==> src/rtl/mem_load_unit_pkg.sv <==
// Shared load-unit definitions: funct3 load codes, FSM states, fault causes and
// the legality/alignment helpers used by the accept decision.
package mem_pkg;

    localparam logic [2:0] F3_LB  = 3'b000;
    localparam logic [2:0] F3_LH  = 3'b001;
    localparam logic [2:0] F3_LW  = 3'b010;
    localparam logic [2:0] F3_LBU = 3'b100;
    localparam logic [2:0] F3_LHU = 3'b101;

    typedef enum logic {
        IDLE = 1'b0,
        WAIT = 1'b1
    } state_t;

    typedef enum logic [1:0] {
        CAUSE_NONE     = 2'b00,
        CAUSE_MISALIGN = 2'b01,
        CAUSE_ILLEGAL  = 2'b10,
        CAUSE_TIMEOUT  = 2'b11
    } cause_t;

    function automatic logic f3_legal(input logic [2:0] f3);
        case (f3)
            F3_LB, F3_LH, F3_LW, F3_LBU, F3_LHU: return 1'b1;
            default:                             return 1'b0;
        endcase
    endfunction

    // Byte loads can never be misaligned; halves need bit 0 clear, words both bits.
    function automatic logic f3_misaligned(input logic [2:0] f3, input logic [1:0] lo);
        case (f3)
            F3_LH, F3_LHU: return lo[0];
            F3_LW:         return lo != 2'b00;
            default:       return 1'b0;
        endcase
    endfunction

endpackage

==> src/rtl/mem_load_unit_if.sv <==
// Data-memory read port: registered req/addr from the load unit, rdata qualified by ack.
interface mem_load_unit_if;
  logic        dmem_req;
  logic [31:0] dmem_addr;
  logic [31:0] dmem_rdata;
  logic        dmem_ack;

  modport master (output dmem_req, output dmem_addr, input dmem_rdata, input dmem_ack);
  modport slave  (input dmem_req, input dmem_addr, output dmem_rdata, output dmem_ack);
endinterface

==> src/rtl/mem_load_unit_load_extend.sv <==
// Combinational little-endian lane select plus sign/zero extension of a returned word.
// Lane comes from the captured low address bits; half lanes use offset[1] only.
module load_extend
  import mem_pkg::*;
(
  input  logic [31:0] rdata,
  input  logic [2:0]  funct3,
  input  logic [1:0]  offset,
  output logic [31:0] result
);

  logic [7:0]  byte_lane;
  logic [15:0] half_lane;

  always_comb begin
    case (offset)
      2'd0:    byte_lane = rdata[7:0];
      2'd1:    byte_lane = rdata[15:8];
      2'd2:    byte_lane = rdata[23:16];
      default: byte_lane = rdata[31:24];
    endcase
    half_lane = offset[1] ? rdata[31:16] : rdata[15:0];

    case (funct3)
      F3_LB:   result = {{24{byte_lane[7]}}, byte_lane};
      F3_LBU:  result = {24'h0, byte_lane};
      F3_LH:   result = {{16{half_lane[15]}}, half_lane};
      F3_LHU:  result = {16'h0, half_lane};
      default: result = rdata;
    endcase
  end

endmodule

==> src/rtl/mem_load_unit.sv <==
// MEM-stage load engine: accepts a latched load, runs one req/ack read, returns the
// extended result or a fault pulse, and stalls upstream while a read is in flight.
module mem_load_unit
  import mem_pkg::*;
#(
  parameter int unsigned TIMEOUT_CYCLES = 255
) (
  input  logic                   stg_clk,
  input  logic                   reset,
  input  logic                   rd_memory,
  input  logic [2:0]             funct3_,
  input  logic [31:0]            address_target,
  mem_load_unit_if.master        dmem,
  output logic                   stall,
  output logic                   load_valid,
  output logic [31:0]            load_data,
  output logic                   load_fault,
  output logic [1:0]             fault_cause
);

  localparam logic [7:0] TO_LAST = 8'(TIMEOUT_CYCLES - 1);

  state_t      state_q, state_d;
  logic        req_q, req_d;
  logic [31:0] addr_q, addr_d;
  logic [2:0]  f3_q, f3_d;
  logic [1:0]  off_q, off_d;
  logic [7:0]  cnt_q, cnt_d;
  logic        valid_q, valid_d;
  logic [31:0] data_q, data_d;
  logic        fault_q, fault_d;
  cause_t      cause_q, cause_d;
  logic [31:0] ext_data;

  load_extend u_extend (
    .rdata  (dmem.dmem_rdata),
    .funct3 (f3_q),
    .offset (off_q),
    .result (ext_data)
  );

  always_comb begin
    state_d = state_q;
    req_d   = req_q;
    addr_d  = addr_q;
    f3_d    = f3_q;
    off_d   = off_q;
    cnt_d   = cnt_q;
    valid_d = 1'b0;
    data_d  = data_q;
    fault_d = 1'b0;
    cause_d = cause_q;
    stall   = 1'b0;

    case (state_q)
      IDLE: begin
        if (rd_memory) begin
          // Illegal encoding takes priority over the alignment check.
          if (!f3_legal(funct3_)) begin
            fault_d = 1'b1;
            cause_d = CAUSE_ILLEGAL;
            data_d  = '0;
          end else if (f3_misaligned(funct3_, address_target[1:0])) begin
            fault_d = 1'b1;
            cause_d = CAUSE_MISALIGN;
            data_d  = '0;
          end else begin
            stall   = 1'b1;
            req_d   = 1'b1;
            addr_d  = {address_target[31:2], 2'b00};
            f3_d    = funct3_;
            off_d   = address_target[1:0];
            cnt_d   = '0;
            state_d = WAIT;
          end
        end
      end
      WAIT: begin
        stall = 1'b1;
        if (dmem.dmem_ack) begin
          valid_d = 1'b1;
          data_d  = ext_data;
          req_d   = 1'b0;
          state_d = IDLE;
        end else if (cnt_q == TO_LAST) begin
          fault_d = 1'b1;
          cause_d = CAUSE_TIMEOUT;
          data_d  = '0;
          req_d   = 1'b0;
          state_d = IDLE;
        end else begin
          cnt_d = cnt_q + 8'd1;
        end
      end
      default: state_d = IDLE;
    endcase
  end

  always_ff @(posedge stg_clk or negedge reset) begin
    if (!reset) begin
      state_q <= IDLE;
      req_q   <= 1'b0;
      addr_q  <= '0;
      f3_q    <= '0;
      off_q   <= '0;
      cnt_q   <= '0;
      valid_q <= 1'b0;
      data_q  <= '0;
      fault_q <= 1'b0;
      cause_q <= CAUSE_NONE;
    end else begin
      state_q <= state_d;
      req_q   <= req_d;
      addr_q  <= addr_d;
      f3_q    <= f3_d;
      off_q   <= off_d;
      cnt_q   <= cnt_d;
      valid_q <= valid_d;
      data_q  <= data_d;
      fault_q <= fault_d;
      cause_q <= cause_d;
    end
  end

  assign dmem.dmem_req  = req_q;
  assign dmem.dmem_addr = addr_q;
  assign load_valid     = valid_q;
  assign load_data      = data_q;
  assign load_fault     = fault_q;
  assign fault_cause    = cause_q;

endmodule

==> src/flat_wrapper.sv <==
// flat-port wrapper written by rule: the top's interface ports become plain ports
module mem_load_unit_flat import mem_pkg::*;
#(
  parameter int unsigned TIMEOUT_CYCLES = 255
)
  (stg_clk, reset, rd_memory, funct3_, address_target, stall, load_valid, load_data, load_fault, fault_cause, dmem_dmem_req, dmem_dmem_addr, dmem_dmem_rdata, dmem_dmem_ack);
  mem_load_unit_if dmem_i ();
  input  logic stg_clk;
  input  logic reset;
  input  logic rd_memory;
  input  logic [2:0] funct3_;
  input  logic [31:0] address_target;
  output logic stall;
  output logic load_valid;
  output logic [31:0] load_data;
  output logic load_fault;
  output logic [1:0] fault_cause;
  output wire logic [$bits(dmem_i.dmem_req)-1:0] dmem_dmem_req;
  output wire logic [$bits(dmem_i.dmem_addr)-1:0] dmem_dmem_addr;
  input wire logic [$bits(dmem_i.dmem_rdata)-1:0] dmem_dmem_rdata;
  input wire logic [$bits(dmem_i.dmem_ack)-1:0] dmem_dmem_ack;
  assign dmem_dmem_req = dmem_i.dmem_req;
  assign dmem_dmem_addr = dmem_i.dmem_addr;
  assign dmem_i.dmem_rdata = dmem_dmem_rdata;
  assign dmem_i.dmem_ack = dmem_dmem_ack;
  mem_load_unit #(.TIMEOUT_CYCLES(TIMEOUT_CYCLES)) u_core (.stg_clk(stg_clk), .reset(reset), .rd_memory(rd_memory), .funct3_(funct3_), .address_target(address_target), .dmem(dmem_i), .stall(stall), .load_valid(load_valid), .load_data(load_data), .load_fault(load_fault), .fault_cause(fault_cause));
endmodule
==> config.mk <==
export PLATFORM = sky130hd
export DESIGN_NAME = mem_load_unit_flat
export DESIGN_NICKNAME = d
export VERILOG_FILES = /design/src/rtl/mem_load_unit_pkg.sv /design/src/rtl/mem_load_unit_if.sv /design/src/rtl/mem_load_unit_load_extend.sv /design/src/rtl/mem_load_unit.sv /design/src/flat_wrapper.sv
export SDC_FILE = /design/constraint.sdc
export NUM_CORES = 1
export LEC_CHECK = 0
export ABC_AREA = 1
export CAP_MARGIN = 20
export CORE_MARGIN = 3
export CORE_UTILIZATION = 41
export CTS_CLUSTER_SIZE = 12
export DETAILED_ROUTE_END_ITERATION = 16
export PLACE_DENSITY = 0.82
export SLEW_MARGIN = 40
export SYNTH_ARGS = -nofsm -noshare
export SYNTH_HDL_FRONTEND = slang
export SYNTH_SLANG_ARGS = --single-unit
==> constraint.sdc <==
create_clock -name stg_clk -period 1.4 [get_ports stg_clk]
set_input_delay 0.14 -clock stg_clk [delete_from_list [all_inputs] [get_ports stg_clk]]
set_output_delay 0.14 -clock stg_clk [all_outputs]
set_load 0.05 [all_outputs]
After elaboration in Yosys (flattened, before gate mapping):

Cells that the tools add are included.

* register bits after elaboration: 81
* input port bits: 71
* output and inout bits: 70
* word-level logic and storage cells: 91

* add/sub/neg operators: 1
* eq/ne operators: 18
* muxes and demuxes: 49
* bitwise gates (word level): 2
* reduce and logical (&&, ||, !) cells: 11

Operators with widths (count)
* two-way mux 32 bit: 5
* one-hot mux 32 bit (4 select lines): 1
* one-hot mux 32 bit (2 select lines): 1
* two-way mux 8 bit: 5
* one-hot mux 8 bit (3 select lines): 1
* two-way mux 1 bit: 23
* two-way mux 16 bit: 1
* one-hot mux 8 bit (2 select lines): 1
* == test 3 bit, second input constant: 4
* AND reduction 4 bit: 3
* two-way mux 2 bit: 5
* != test 2 bit, second input constant: 5
* one-hot mux 1 bit (2 select lines): 5
* adder 8 x 1 -> 8 bit, second input constant: 1
* == test 8 bit, second input constant: 1
* == test 3 x 1 -> 1 bit, second input constant: 2
* logical NOT 3 bit: 2
* != test 3 bit, second input constant: 2
* AND reduction 5 bit: 1
* OR reduction 5 bit: 1
* one-hot mux 2 bit (2 select lines): 1
* == test 3 x 2 -> 1 bit, second input constant: 1
* AND reduction 3 bit: 1
* == test 2 x 1 -> 1 bit, second input constant: 1
* 6 further kinds: 7

Logic depth before layout (Yosys ltp):

Gate-level depths: netlist of run 1.

* depth in word-level cells: 12
* gate-level depth with buffers: 10
* depth with buffers taken out: 10

Modules after synthesis:

A second synthesis of run 1 with hierarchy kept.

* cell total of the unflattened synthesis: 591
* area, all modules: 4334.2 um^2

By module, submodules not included
* mem_load_unit: instances 1, cells each 399, area each 3438.3 um^2, sequential area each 2026.9 um^2
* load_extend: instances 1, cells each 192, area each 895.9 um^2, sequential area each 0.0 um^2

Worst setup path after synthesis of run 1:

Ideal clock, no wire load.

* path kind: reg-to-reg
* from: reg u_core.cnt_q[0]
* to: reg u_core.data_q[0], in the netlist u_core.load_data[0]
* library setup time: 0.122 ns
* arrival: 1.253 ns
* data required time: 1.278 ns
* slack: 0.024 ns
* stages on the path, launching flop included: 11
* buffers on the path: 1
* period minus slack after synthesis: 1.376 ns
* cells stage by stage: dfrtp_1 -> inv_1 -> ha_1 -> nand2_1 -> nor2_1 -> nand2_2 -> nand3b_4 -> nand2_4 -> buf_6 -> nand2_1 -> o21ai_1

* word-level cells in the longest chain between the ends: 3

Ends and longest elaborated chain
* start, declared: line mem_load_unit.sv:28 `logic [7:0] cnt_q, cnt_d;`
* start signal, assigned: line mem_load_unit.sv:117 `cnt_q <= cnt_d;`
* == test 8 bit: line mem_load_unit.sv:85 `end else if (cnt_q == TO_LAST) begin`
* != test 3 bit (no source line)
* AND reduction 3 bit (no source line)
* end signal, assigned: line mem_load_unit.sv:119 `data_q <= data_d;`
* end, declared: line mem_load_unit.sv:30 `logic [31:0] data_q, data_d;`

Every way passes these cells.
A chain may end at the register's enable or synchronous reset.

Worst setup path after layout of run 1:

* from: reg u_core.cnt_q[0]
* to: reg u_core.data_q[14], in the netlist u_core.load_data[14]

The elaborated chain is that of the path after synthesis.

==> flow_summary.json, run 1 <==
{
  "via_per_inst": 5.02,
  "drc_errors": 0,
  "n_antenna_cell": 0,
  "ys_seq_elements": 81,
  "vias": 4047,
  "violations": "negative setup slack",
  "clk_pin_slew_ns": 0.09,
  "hold_slack_ns": 0.199,
  "syn_area_mm2": 0.00407,
  "drive_gt1_share_pct": 32.1,
  "fin_tns_setup_ns": -2.25,
  "wl_per_cell_um": 15.5,
  "synth_warnings": 0,
  "finalHoldViolCount": 0,
  "grt_max_degree": 82,
  "avgSynthCellArea_um2": 8.18,
  "fin_crit_ns": 1.52,
  "nets": 745,
  "max-vdd-ir-drop_v": 0.000869,
  "cts_buffers": 9,
  "io_pins": 141,
  "first_iter_violations": 265,
  "hp-class": "in2reg",
  "synth_top_area_share_pct": 49.8,
  "status": "finished with violations",
  "power.leakage_nw": 3.27,
  "antenna_found_initial": 1,
  "regArea_mm2": 0.00203,
  "rsz0062_at_grt": "true",
  "grt_pass1_wl_mm": 18.9,
  "synthTopCellsByArea": "dfrtp_1, nand2_1, inv_1, nand3_1, o21ai_1",
  "synth_flop_cell": "dfrtp_1",
  "n_fill_cell": 727,
  "cts.sinks": 81,
  "synth_commonest_cells": "nand2_1, dfrtp_1, inv_1",
  "crit_fanout": 8,
  "synth_edf_count": 0,
  "firstDrtPassIters": 5,
  "grt_usage_pct": 20.9,
  "setup_viol": 41,
  "num_rows": 35,
  "fmax_mhz": 660,
  "async_flop_share_pct": 100,
  "arrival_ns": 1.76,
  "wl_mm": 12.5,
  "finalCritPeriodShare_pct": 108,
  "cts_root_buf": "clkbuf_8",
  "cellPowerDensity_mw_per_mm2": 1600,
  "end_kind": "flip-flop",
  "multi_input_area_mm2": 0.00186,
  "path_class": "reg2reg",
  "synth_cell_types": 37,
  "cts_max_path_buffers": 2,
  "cts-htree-levels": 3,
  "post-synth-top-area-cell": "dfrtp_1",
  "insertion_delay_ns": 0.35,
  "drv_cap": 0,
  "start_kind": "flip-flop",
  "ant_nets": 0,
  "ys_seq_area_share_pct": 49.8,
  "hpwlAfterDp_mm": 8.38,
  "required_ns": 1.64,
  "cts_tree": "built",
  "io_buffers": 138,
  "setup_ws_ns": -0.116,
  "grt_pass1_vias": 4015,
  "syn-instance-count": 498,
  "synthMostInstantiatedCell": "nand2_1",
  "area_delta_synth_final_pct": 57.9,
  "die_w_um": 106,
  "start_util_pct": 43.1,
  "die_h_um": 106,
  "overflow": 0,
  "gp_congestion": 0.931,
  "die-area_mm2": 0.0112,
  "slew_viol_final": 0,
  "coreArea_mm2": 0.00946,
  "skew_ns": 0.0115
}
-- metrics by stage --
step                      util (%)  power [W]  instance area [um2]  setup slack, ns  std cells
final                         68.0     0.0103                 6430           -0.116        806
after global routing          68.0     0.0108                 6430           -0.225        806
after CTS                     65.3     0.0101                 6170          -0.0521        794
after detailed placement      62.0    0.00805                 5870           -0.292        776
after global placement        62.0    0.00794                 5870           -0.199        776
after floorplan                  -    0.00606                 4080           0.0245        499
-- what timing repair did --
item                                   CTS  global route
setup endpoints to repair               38            46
hold buffers                             1             0
resized for setup                       13            46
setup buffers                            0             9
endpoints found under the hold margin   81             0
cloned                                   1             3
pin swaps                                2            10
-- registers in the layout, summed over array words and instances, names as in the netlist --
signal                 cells
u_core.load_data          32
u_core.fault_cause         2
u_core.dmem.dmem_req       1
u_core.cnt_q               8
u_core.state_q             1
u_core.load_fault          1
u_core.f3_q                3
u_core.load_valid          1
u_core.dmem.dmem_addr     30
u_core.off_q               2
-- final timing paths --
kind | start | end | slack, ns | cells after the start
min in group asynchronous | reset | u_core.load_data[6]$_DFFE_PN0P_ | 0.35 | 3
min | funct3_[2] | u_core.f3_q[2]$_DFFE_PN0P_ | 0.20 | 4
max | u_core.cnt_q[0]$_DFFE_PN0P_ | u_core.load_data[14]$_DFFE_PN0P_ | -0.12 | 10
min reg2reg | u_core.dmem.dmem_addr[20]$_DFFE_PN0P_ | u_core.dmem.dmem_addr[20]$_DFFE_PN0P_ | 0.50 | 2
max in group asynchronous | reset | u_core.state_q$_DFF_PN0_ | 0.69 | 3
max reg2reg | u_core.cnt_q[0]$_DFFE_PN0P_ | u_core.load_data[14]$_DFFE_PN0P_ | -0.12 | 10
-- worst max-delay path, stage by stage (launching register included) --
cell	delay, ns
dfrtp_1	0.39
inv_1	0.06
ha_1	0.14
nand2_1	0.06
nor2_2	0.09
nand2_2	0.09
nand3b_4	0.14
buf_12	0.15
nand2_4	0.11
nand2_1	0.12
nand2_1	0.07
-- power breakdown --
part	internal (W)	switching, W	total [W]
logic	0.00193	0.00314	0.00507
registers	0.00285	0.000450	0.00330
clock network	0.00106	0.000882	0.00194
-- layout by cell type, fill, tap and decap left out, types with 4 or more instances in the layout --
cell               n
inv_2              6
nand2_8            4
dfrtp_1           79
nor2_1            17
clkdlybuf4s50_1   67
nand2_2           30
or2_2             11
clkbuf_8          10
nand2_1          133
nand3_1           25
buf_12            28
a21oi_1           15
buf_4             81
buf_6              5
nand3_2           17
inv_1             51
o21ai_0           18
o21ai_1           33
-- layer usage --
metal  track usage (%)  part of all wire [%]  wire [um]
met5                 0                  0.10         13
met4              8.33                   3.3        407
met3              4.90                   7.4        921
met2              36.8                    51       6390
met1              24.4                    38       4720
-- layout make-up --
| class | count | share of cell area, % |
|---|---|---|
| clock buffer | 10 | 2.14 |
| clock inverter | 6 | 1.42 |
| inverter | 59 | 3.48 |
| multi-input combinational | 337 | 28.9 |
| sequential | 81 | 31.6 |
| tap | 129 | 2.51 |
| timing repair buffer | 184 | 30.0 |
-- kinds of logic (layout without fill, tap and decap cells) --
family / count (synthesis) / in the layout / share of synthesized area [%]
AO/OA/AOI/OAI: 78 / 78 / 10.5
XOR/XNOR: 4 / 4 / 0.860
adder cells (fa/ha/maj): 2 / 2 / 0.614
buffers and inverters: 85 / 259 / 10.1
flip-flops: 81 / 81 / 49.8
other: 1 / 2 / 0.0921
AND/OR/NAND/NOR: 247 / 251 / 28.1
Power figures use the tool's default switching activity.
==> inputs of run 2 (changes only) <==
CORE_MARGIN = 8   (was 3)
CORE_UTILIZATION = 46   (was 41)
PLACE_DENSITY = 0.87   (was 0.82)
clock period = 1.5 ns   (was 1.4 ns; I/O delays follow)
==> run 2 against run 1 <==
Effect of this change: the run now ends clean; highest routed layer is now met4; core utilization down 0.14 points; combinational power down 17%; final cell count fell by 4.3%; clock power shrank 6%; via count decreased by 4.9%; cell area decreased by 8.9%; routed wire length shrank 3.7%; critical path type unchanged.
==> flow_summary.json, run 2 (synthesis gave the netlist of run 1 again) <==
{
  "n_fill_cell": 683,
  "status": "completed",
  "num_rows": 34,
  "largest_reg_flops": 32,
  "grt_usage_pct": 19.5,
  "drc_errors": 0,
  "drive_gt1_share_pct": 25.0,
  "cts-htree-levels": 3,
  "cp.depth": 9,
  "cp_cell_sequence": "inv_1 -> ha_1 -> nand2_1 -> nor2_1 -> nand2_2 -> nand3b_4 -> nand2_4 -> nand2_1 -> o21ai_1",
  "crit_slowest_cell": "dfrtp_1",
  "pwr-share-clk_pct": 20.3,
  "cts_max_path_buffers": 2,
  "fmax_mhz": 677,
  "start_util_pct": 47.2,
  "cts_tree": "built",
  "required_ns": 1.74,
  "first_iter_violations": 212,
  "end_kind": "flip-flop",
  "comb_power_share_pct": 46.7,
  "cp.buffers_inverters": 1,
  "via_per_inst": 4.99,
  "met3WireLength_mm": 1.45,
  "crit_family": "simple AND/OR/NAND/NOR gates",
  "p_int_w": 0.00505,
  "slew_viol_final": 0,
  "finalHoldViolCount": 0,
  "io_pins": 141,
  "final_cell_mix": "nand2_1, buf_4, dfrtp_1",
  "crit_fanout": 16,
  "path_class": "reg2reg",
  "skew_ns": 0.00811,
  "rr_worst_depth": 9,
  "n_antenna_cell": 0,
  "start_kind": "flip-flop",
  "cp_common_cell": "nand2_1",
  "die_w_um": 110,
  "firstDrtPassIters": 5,
  "cts.sinks": 81,
  "overflow": 0,
  "ant_nets": 0,
  "grt_max_degree": 61,
  "vias": 3847,
  "rsz0062_at_grt": "true",
  "arrival_ns": 1.71,
  "grt_pass1_wl_mm": 18.6,
  "net-switching-power_w": 0.00393,
  "wl_met2_mm": 5.72,
  "hold_slack_ns": 0.241,
  "switching_share_pct": 43.8,
  "drv_cap": 0,
  "wl_mm": 12.0,
  "final_common_cell": "nand2_1",
  "multi_input_area_mm2": 0.00167,
  "hpwlAfterDp_mm": 9.13,
  "min_path_cells": 4,
  "cellPowerDensity_mw_per_mm2": 1530,
  "grt_pass1_vias": 3949,
  "antenna_found_initial": 0,
  "hp-class": "in2reg",
  "io_buffers": 138,
  "gp_congestion": 0.854,
  "fin_crit_ns": 1.48,
  "regArea_mm2": 0.00203,
  "insertion_delay_ns": 0.35,
  "fin_util_pct": 67.8,
  "power.leakage_nw": 3.07,
  "die_h_um": 110,
  "max_stage_delay_ns": 0.39,
  "nets": 731,
  "finalCritPeriodShare_pct": 98.4,
  "max-vdd-ir-drop_v": 0.000952,
  "cts_root_buf": "clkbuf_8",
  "drt-met1-wl_mm": 4.61,
  "coreArea_mm2": 0.00864,
  "die-area_mm2": 0.0121,
  "cts_buffers": 9,
  "pwr-share-seq_pct": 33.0,
  "topRoutingLayerUsed": "met4",
  "setup_viol": 0,
  "area_delta_synth_final_pct": 43.9,
  "wl_per_cell_um": 15.6,
  "clk_pin_slew_ns": 0.08
}
[run 2: final cells by class]
cell class | instances | share of cell area, %
repair buffers | 173 | 26.9
clock inverters | 6 | 1.56
clock buffers | 10 | 2.35
multi-input cells | 334 | 28.5
well taps | 108 | 2.31
inverters | 59 | 3.78
flip-flops and latches | 81 | 34.6
[run 2: tightest hold or removal path: stages]
cell            delay (ns)
dlymetal6s2s_1        0.16
inv_1                 0.09
buf_4                 0.10
o21ai_1               0.05
[run 2: path summary, 6_finish.rpt]
| path | from | slack (ns) | endpoint |
|---|---|---|---|
| worst max-delay path | u_core.cnt_q[0]$_DFFE_PN0P_ | 0.02 | u_core.load_data[0]$_DFFE_PN0P_ |
| worst max register to register | u_core.cnt_q[0]$_DFFE_PN0P_ | 0.02 | u_core.load_data[0]$_DFFE_PN0P_ |
| worst min register to register | u_core.load_data[11]$_DFFE_PN0P_ | 0.48 | u_core.load_data[11]$_DFFE_PN0P_ |
| max in group asynchronous | reset | 0.69 | u_core.dmem.dmem_addr[28]$_DFFE_PN0P_ |
| min in group asynchronous | reset | 0.30 | u_core.load_data[3]$_DFFE_PN0P_ |
| worst min-delay path | funct3_[1] | 0.24 | u_core.f3_q[1]$_DFFE_PN0P_ |
[run 2: timing repair]
item	4_1_cts	5_1_grt
setup endpoints to repair	13	39
gates resized for setup	1	5
hold buffers	1	0
gates cloned	0	1
pin swaps	0	3
buffers inserted	0	1
endpoints found under the hold margin	31	0
[run 2: power by group through the flow]
| stage | clock network (W) | registers, W | logic, W |
|---|---|---|---|
| global route | 0.00192 | 0.00302 | 0.00447 |
| floorplan | 0 | 0.00442 | 0.00124 |
| global placement | 0 | 0.00298 | 0.00410 |
| CTS | 0.00184 | 0.00296 | 0.00420 |
| detailed placement | 0 | 0.00300 | 0.00418 |
| finish | 0.00182 | 0.00296 | 0.00420 |
[run 2: layer usage]
layer,vias up,GRT usage [%]
met5,-,0
met4,0,8.18
met3,17,6.63
met2,179,32.2
met1,1772,22.6
li1,1879,-
[run 2: per-stage QoR]
step	total power, W	cell area [um2]	setup TNS (ns)	cells	setup slack, ns
after floorplan	0.00566	4080	0	499	0.124
after global placement	0.00708	5580	-4.60	752	-0.0869
after detailed placement	0.00718	5580	-8.12	752	-0.196
after CTS	0.00901	5830	0	769	0.0415
after global routing	0.00941	5860	-2.20	771	-0.0802
final	0.00898	5860	0	771	0.0239
==> inputs of run 3 (changes only) <==
PLACE_DENSITY = 0.86   (was 0.87)
==> run 3 against run 2 <==
Effect of this change: sequential cell count unchanged; final cell count shrank 0.26%; fmax is 0.11% higher; die area stayed put; combinational power down 2%; routed wire length is 0.72% higher; non-clock buffer count is 3 lower; largest power group unchanged; register-to-register slack about the same; power is 1.4% lower; highest routed layer unchanged.
==> flow_summary.json, run 3 (synthesis gave the netlist of run 1 again) <==
{
  "cts_max_path_buffers": 2,
  "die_w_um": 110,
  "first_iter_violations": 177,
  "hold_slack_ns": 0.242,
  "slew_viol_final": 0,
  "end_kind": "flip-flop",
  "num_rows": 34,
  "rsz0062_at_grt": "true",
  "vias": 3890,
  "grt_max_degree": 48,
  "status": "completed",
  "die_h_um": 110,
  "coreArea_mm2": 0.00864,
  "hp-class": "in2async",
  "finalCritPeriodShare_pct": 98.3,
  "cts-htree-levels": 3,
  "dp.cells": 750,
  "grt_pass1_vias": 3916,
  "insertion_delay_ns": 0.36,
  "grt_usage_pct": 19.9,
  "antenna_found_initial": 0,
  "overflow": 0,
  "arrival_ns": 1.72,
  "crit_fanout": 16,
  "path_class": "reg2reg",
  "setup_ws_ns": 0.0256,
  "via_per_inst": 5.06,
  "final_cell_mix": "nand2_1, buf_4, dfrtp_1",
  "cts_root_buf": "clkbuf_8",
  "area_delta_synth_final_pct": 42.5,
  "max-vdd-ir-drop_v": 0.00101,
  "cellPowerDensity_mw_per_mm2": 1520,
  "place_ws_ns": -0.134,
  "finalHoldViolCount": 0,
  "rr_worst_depth": 9,
  "start_kind": "flip-flop",
  "drive_gt1_share_pct": 25.0,
  "drc_errors": 0,
  "cts_tree": "built",
  "final_common_cell": "nand2_1",
  "fin_crit_ns": 1.47,
  "setup_viol": 0,
  "required_ns": 1.74,
  "fin_util_pct": 67.2,
  "io_buffers": 138,
  "die-area_mm2": 0.0121,
  "fin_cells": 769,
  "nets": 729,
  "wl_per_cell_um": 15.7,
  "skew_ns": 0.0116,
  "gp_congestion": 0.864,
  "firstDrtPassIters": 4,
  "clk_pin_slew_ns": 0.09,
  "cts_buffers": 9,
  "power.leakage_nw": 3.03,
  "fmax_mhz": 678,
  "io_pins": 141,
  "drv_cap": 0,
  "wl_mm": 12.1,
  "n_antenna_cell": 0,
  "ant_nets": 0,
  "cts.sinks": 81,
  "start_util_pct": 47.2,
  "totalPowerFinal_w": 0.00885,
  "grt_pass1_wl_mm": 18.9,
  "hpwlAfterDp_mm": 9.08,
  "largest_reg_flops": 32
}
## run 3: layer usage
layer	track usage, %	wire length (um)	vias to the layer above
met5	0	0	-
met4	6.95	242	0
met3	6.86	1370	20
met2	32.9	5580	183
met1	23.6	4890	1803
li1	-	-	1884
## run 3: final cells by class
class	count	area [um2]
Fill cell	699	2830
Sequential cell	81	2030
Multi-Input combinational cell	335	1690
Timing Repair Buffer	170	1510
Inverter	59	224
Tap cell	108	135
Clock buffer	9	124
Clock inverter	7	95.1
## run 3: critical path, stage by stage, from the launching register on
cell and delay (ns):
dfrtp_1 0.39, inv_1 0.06, ha_1 0.15, nand2_1 0.06
nor2_1 0.11, nand2_2 0.09, nand3b_4 0.18, nand2_4 0.17
nand2_1 0.10, nand2_1 0.05
## run 3: through the flow
step | area, um2 | TNS, ns
6_report | 5800 | 0
5_1_grt | 5800 | -1.33
4_1_cts | 5750 | 0
3_5_place_dp | 5510 | -5.57
3_3_place_gp | 5510 | -2.17
2_1_floorplan | 4080 | 0
## run 3: power by group
part | total (W) | switching (W) | leakage [nW] | internal, W
clock | 0.00177 | 0.000832 | 0.109 | 0.000937
sequential | 0.00297 | 0.000318 | 1.05 | 0.00265
combinational | 0.00411 | 0.00279 | 1.88 | 0.00132
## run 3: final timing paths
| kind | startpoint | endpoint | slack (ns) |
|---|---|---|---|
| worst max-delay path | u_core.cnt_q[0]$_DFFE_PN0P_ | u_core.load_data[26]$_DFFE_PN0P_ | 0.03 |
| worst min-delay path | reset | u_core.load_data[9]$_DFFE_PN0P_ | 0.24 |
| worst max register to register | u_core.cnt_q[0]$_DFFE_PN0P_ | u_core.load_data[26]$_DFFE_PN0P_ | 0.03 |
| worst min register to register | u_core.load_data[28]$_DFFE_PN0P_ | u_core.load_data[28]$_DFFE_PN0P_ | 0.49 |
| max in group asynchronous | reset | u_core.dmem.dmem_addr[29]$_DFFE_PN0P_ | 0.64 |
| min in group stg_clk | address_target[3] | u_core.dmem.dmem_addr[3]$_DFFE_PN0P_ | 0.33 |
## run 3: timing repair
action                                 4_1_cts  5_1_grt
pin swaps                                    0        2
setup endpoints to repair                   24       40
gates cloned                                 0        2
hold buffers                                 1        0
setup buffers                                0        0
gates resized for setup                      1       10
endpoints found under the hold margin       21        0
